==> src/rtl/mem_arbiter.sv <==
// mem_arbiter: shares one memory port between instruction fetch and data accesses with starvation guard
module mem_arbiter #(
  parameter int STARVE_LIMIT = 4
) (
  input  logic        clk,
  input  logic        rst,
  input  logic        if_req,
  input  logic [31:0] if_addr,
  output logic [31:0] if_rdata,
  output logic        if_ready,
  input  logic        dm_req,
  input  logic [3:0]  dm_we,
  input  logic [31:0] dm_addr,
  input  logic [31:0] dm_wdata,
  output logic [31:0] dm_rdata,
  output logic        dm_ready,
  output logic        mem_en,
  output logic [3:0]  mem_we,
  output logic [31:0] mem_addr,
  output logic [31:0] mem_wdata,
  input  logic [31:0] mem_rdata,
  input  logic        mem_ack
);
  localparam int CW = $clog2(STARVE_LIMIT + 1);
  typedef enum logic [1:0] {IDLE, IF_BUSY, DM_BUSY} state_t;
  state_t state, state_nx;
  logic [CW-1:0] starve_cnt, starve_nx;
  logic if_el, dm_el, grant_if, grant_dm, ack;
  // arbitration: a requester whose ready is high this cycle is finishing and must not be re-granted
  always_comb begin
    if_el = if_req && !if_ready;
    dm_el = dm_req && !dm_ready;
    grant_dm = state == IDLE && dm_el && !(if_el && starve_cnt == CW'(STARVE_LIMIT));
    grant_if = state == IDLE && if_el && !grant_dm;
    ack = mem_en && mem_ack;
    state_nx = grant_dm ? DM_BUSY : grant_if ? IF_BUSY : ack ? IDLE : state;
    starve_nx = grant_if ? '0 :
                !grant_dm ? starve_cnt :
                !if_req ? '0 :
                starve_cnt == CW'(STARVE_LIMIT) ? starve_cnt : starve_cnt + CW'(1);
  end
  // state and starvation counter registers
  always_ff @(posedge clk) begin
    if (rst) begin
      state <= IDLE;
      starve_cnt <= '0;
    end else begin
      state <= state_nx;
      starve_cnt <= starve_nx;
    end
  end
  // memory request capture on grant, completion pulse and read data return on ack
  always_ff @(posedge clk) begin
    if (rst) begin
      mem_en <= 1'b0;
      mem_we <= '0;
      mem_addr <= '0;
      mem_wdata <= '0;
      if_ready <= 1'b0;
      dm_ready <= 1'b0;
      if_rdata <= '0;
      dm_rdata <= '0;
    end else begin
      if_ready <= 1'b0;
      dm_ready <= 1'b0;
      if (grant_dm || grant_if) begin
        mem_en <= 1'b1;
        mem_addr <= grant_dm ? dm_addr : if_addr;
        mem_we <= grant_dm ? dm_we : 4'b0000;
        mem_wdata <= grant_dm ? dm_wdata : 32'h0;
      end
      if (ack) begin
        mem_en <= 1'b0;
        if_ready <= state == IF_BUSY;
        dm_ready <= state == DM_BUSY;
        if (state == IF_BUSY) if_rdata <= mem_rdata;
        if (state == DM_BUSY && mem_we == 4'b0000) dm_rdata <= mem_rdata;
      end
    end
  end
endmodule

==> config.mk <==
export PLATFORM = sky130hd
export DESIGN_NAME = mem_arbiter
export DESIGN_NICKNAME = d
export VERILOG_FILES = /design/src/rtl/mem_arbiter.sv
export SDC_FILE = /design/constraint.sdc
export NUM_CORES = 1
export LEC_CHECK = 0
export BUFFER_PORTS_ARGS = -buffer_cell sky130_fd_sc_hd__buf_2
export CAP_MARGIN = 20
export CORE_MARGIN = 5
export CORE_UTILIZATION = 41
export DETAILED_ROUTE_END_ITERATION = 16
export MAX_ROUTING_LAYER = met4
export PLACE_DENSITY = 0.86
export SYNTH_ARGS = -nofsm -noshare
export SYNTH_HDL_FRONTEND = slang
export SYNTH_SLANG_ARGS = --single-unit
export TNS_END_PERCENT = 10
==> constraint.sdc <==
create_clock -name clk -period 1.7 [get_ports clk]
set_input_delay 0.34 -clock clk [delete_from_list [all_inputs] [get_ports clk]]
set_output_delay 0.34 -clock clk [all_outputs]
set_load 0.005 [all_outputs]
Yosys cells after proc, flatten, opt, wreduce, memory -nomap -nowiden:

Cells that the tools add are included.

* $add $sub $neg: 1
* bitwise gates (word level): 1
* equal/unequal tests: 4
* reduce and logical (&&, ||, !) cells: 25
* mux-type cells: 8

Operator list (number)
* 32-bit 2-to-1 mux: 2
* 1-bit logical AND: 9
* 2-bit OR reduction: 4
* 2-bit 2-to-1 mux: 3
* 3-bit 2-to-1 mux: 2
* 2-bit AND reduction: 3
* 1-bit zero test: 4
* 4-bit zero test: 1
* 4-bit 2-to-1 mux: 1
* 3-bit by 1-bit adder with 3-bit output (second input constant): 1
* 3-bit equality test (second input constant): 1
* 3-bit nonzero test: 1
* 2-bit by 1-bit equality test with 1-bit output (second input constant): 1
* 2-bit equality test (second input constant): 1
* 2-bit zero test: 1
* 2-bit != test (second input constant): 1
* 2-bit nonzero test: 1
* 1-bit logical OR: 1
* 1-bit NOT: 1

* input bits: 137
* register bits after elaboration: 140

Depth between registers and ports, before layout:

* word-level depth: 9
* depth in mapped cells: 7
* mapped depth without buffers: 5

Least setup slack after synthesis:

Ideal clock, no wire load.

* kind: flip-flop to flip-flop
* from: reg state[0]
* to: reg starve_cnt[0]
* path buffers: 3
* path slack: 68 ps
* cell stages (with the launch flop): 7
* data arrival time: 1497 ps
* path through: dfxtp_1 > buf_6 > or4b_4 > buf_2 > buf_2 > o21ai_0 > a211oi_1

* word-level cells in the longest chain between the ends: 6

RTL lines
* from (decl): line 26 `state_t state, state_nx;`
* from (signal assigned): line 48 `state <= state_nx;`
* 2-bit zero test (*): line 33, 34
* 1-bit logical AND (2 in series): line 33 `grant_dm = state == IDLE && dm_el && !(if_el && starve_cnt == CW'(STARVE_LIMIT));`
* 1-bit zero test
* 1-bit logical AND: line 34 `grant_if = state == IDLE && if_el && !grant_dm;`
* 2-bit OR reduction (no source line)
* to (signal assigned): line 49 `starve_cnt <= starve_nx;`
* to (decl): line 27 `logic [CW-1:0] starve_cnt, starve_nx;`

Every way passes the cells marked *; elsewhere a longest branch is shown, timed or not.
A chain may end at the register's enable or synchronous reset.

Worst setup path after layout:

* from: reg state[1]
* to: reg mem_addr[25]

* word-level cells in the longest chain between the ends: 6

RTL lines
* 2-bit zero test (*): line 33, 34
* 1-bit logical AND (2 in series): line 33
* 1-bit zero test
* 1-bit logical AND: line 34
* 1-bit logical OR: line 66 `if (grant_dm || grant_if) begin`
* to (signal assigned): line 68 `mem_addr <= grant_dm ? dm_addr : if_addr;`
* to (decl): line 19 `output logic [31:0] mem_addr,`

Marked as above.

==> results.md <==
* Outcome: finished, violations left
* Violated checks: negative setup slack
* Peak VDD IR at 0.0008709 V
* Worst-path clk slew at 0.06 ns
* Chip width at 126.1 um
* DIE HEIGHT at 126.1 um
* DP HPWL at 12.16 mm
* Share of cells above drive strength 1 at 45.45%
* Placer congestion estimate at 0.8512
* Final core utilization at 61.04%
* Register area at 0.002806 sq mm
* PwrDens at 1077 mW/mm^2
* Final period utilization at 100.5%
* Final hold violations at 0
* CTS Buffer Depth at 2
* Clock sink count at 140
* Std-Cell Rows at 42
* CP Cell Sequence: or4b_4 -> buf_12 -> nor3_1 -> a2111oi_2
* P&R area growth vs syn at 46.39%
* Diodes inserted at 0
* Wire length per cell at 17.37 um
* Vias per cell at 5.598
* Setup violations, final at 1
* Setup TNS at -0.008054 ns
* Ys async rst share at 0%
* Max-slew headroom at 69.12%
* First-pass GRT wire length at 27.97 mm
* Slowest stage cell, crit path: or4b_4
* Worst setup path class: reg2reg
* Max Clock Freq at 585.5 MHz
* Most frequent cells in the layout: buf_2, dfxtp_1, a21oi_1
* Number of global-route vias before repair at 5771
* Startpoint types: flop
* Main synth FF type: dfxtp_1
* Largest net degree at the start of global routing at 75
* Routed Antenna Nets at 0
* CTS buffer count at 17
* Initial DRC count at 442
* Tot GR Track Use at 21.78%
* Sequential area share after synthesis at 50.76%
* Worst Setup End Kind: flop
* Cell Area, Synth at 0.005522 sq mm
* Power Total at 8704 uW
* Post-synth EDFFs at 0
* Clk Latency, worst-skew pair at 0.41 ns
* Drc violations at 0
* Slew Limit Fails at 0
* Setup Skew at 0.01032 ns
* Syn Inst Count at 608
* Flop2flop setup slack at -0.008 ns
* Initial antenna violation count at 0
* DR pass1 iterations at 6
* Final Worst Setup Slack at -0.008054 ns
* I/O pins at 272
* CP max stage delay at 0.63 ns
* Initial Util at 41.70%
* Crit path time final at 1.708 ns
* Lkg Pwr at 0.003598 uW
* Routed vias at 5911
* Die ar. at 0.01589 sq mm
* YS warnings at 0
* CP delay by family, top: simple AND/OR/NAND/NOR gates
* RSZ-0062 raised after global routing: yes
* Max cap viols at 0
* Global route overflow at 0
* Worst Tran Pin Value at 0.4516 ns
* Most common cell after layout, fill and taps aside: buf_2
* Port bufs at 271
* Root buffer cell: clkbuf_16
* CORE AREA at 0.01324 sq mm
* Worst EP arrival at 1.98 ns
* Multi-input gate area at 0.002477 sq mm
* Worst hold path class: in2reg
* Worst Path Buf+Inv at 1
* Crit Path Max Fanout at 30
* Final #Nets at 1007
* Layout fillers at 1133
* # H-tree levels at 4
* Final WL at 18.35 mm
* Syn Area/Cell at 9.081 sq um
* Post-synthesis register bit count at 140
* Net count after synthesis at 747
* Library cells used by synthesis at 34
* CTS tree: done
* CP required at 1.97 ns
where the power goes:
part / switching (uW) / total [uW] / internal [uW]
combinational: 736 / 1340 / 603
sequential: 114 / 3600 / 3480
clock: 1350 / 3770 / 2420
total: 2200 / 8700 / 6500
routing by layer:
| layer | global-route usage [%] | vias up | wire, um |
|---|---|---|---|
| met5 | - | - | 0 |
| met4 | 8.770 | 0 | 429 |
| met3 | 5.250 | 37 | 1330 |
| met2 | 35.77 | 283 | 9248 |
| met1 | 25.71 | 2806 | 7338 |
| li1 | - | 2785 | - |
state kept, by name (all words and copies together) (netlist names):
name / cells
dm_rdata: 32
dm_ready: 1
if_rdata: 32
if_ready: 1
mem_addr: 32
mem_en: 1
mem_wdata: 32
mem_we: 4
starve_cnt: 3
state: 2
per-stage QoR:
step	instance area, sq um	setup WS, ns	hold slack [ns]	std cells
2_1_floorplan	5522	0.06796	0.4527	608
3_3_place_gp	7148	0.08351	0.4384	1016
3_5_place_dp	7148	-0.1250	0.4447	1016
4_1_cts	7774	-0.04325	0.1190	1047
5_1_grt	8083	-0.08048	0.1172	1056
6_report	8083	-0.008054	0.1396	1056
worst paths after layout:
kind | endpoint | start | cells after the start
max reg2reg | mem_addr[25] | state[1] | 4
min | mem_wdata[29] | dm_wdata[29] | 2
max | mem_addr[25] | state[1] | 4
min reg2reg | if_rdata[29] | if_rdata[29] | 2
what timing repair did:
item                                    CTS  global route
resized for setup                         9            62
hold endpoints to repair                  0             0
endpoints found under the setup margin    8            68
hold buffers                              0             0
setup buffers                             0             3
pin swaps                                 1            10
cloned                                    0             6
area by class of cell:
cell class	instances	area share, %
Sequential cell	140	34.72
Multi-Input combinational cell	366	30.65
Timing Repair Buffer	307	22.68
Clock buffer	21	5.820
Tap cell	176	2.724
Clock inverter	10	1.734
Inverter	36	1.672
Yosys cell counts (all sizes together), types with 2 or more instances:
library cell    n  share of area [%]
nand3          32                2.9
nand4b          2               0.32
nand2          66                4.5
nor2            5               0.34
and4b           3               0.54
inv            35                2.4
dfxtp         140                 51
o21ai          35                3.2
nor3           34                3.3
a211oi          3               0.41
nor2b           2               0.23
a32o           36                7.2
buf            12                1.5
ha              2               0.45
nand2b          2               0.23
clkbuf         54                3.7
nand4           2               0.23
a21oi          67                6.1
a2111oi        64                 10
nor4            2               0.23
cell families after synthesis:
kind of cell | Yosys count | synth area share, %
AO/OA/AOI/OAI | 208 | 27.44
AND/OR/NAND/NOR | 156 | 13.69
flip-flops | 140 | 50.76
buffers and inverters | 102 | 7.659
adder cells (fa/ha/maj) | 2 | 0.4531
worst reg2reg max path: stages, from the launching register on:
cell and delay (ns):
dfxtp_1 0.33, or4b_4 0.63, buf_12 0.21, nor3_1 0.32
a2111oi_2 0.09
Note: power is estimated with default switching activity, not from simulation.
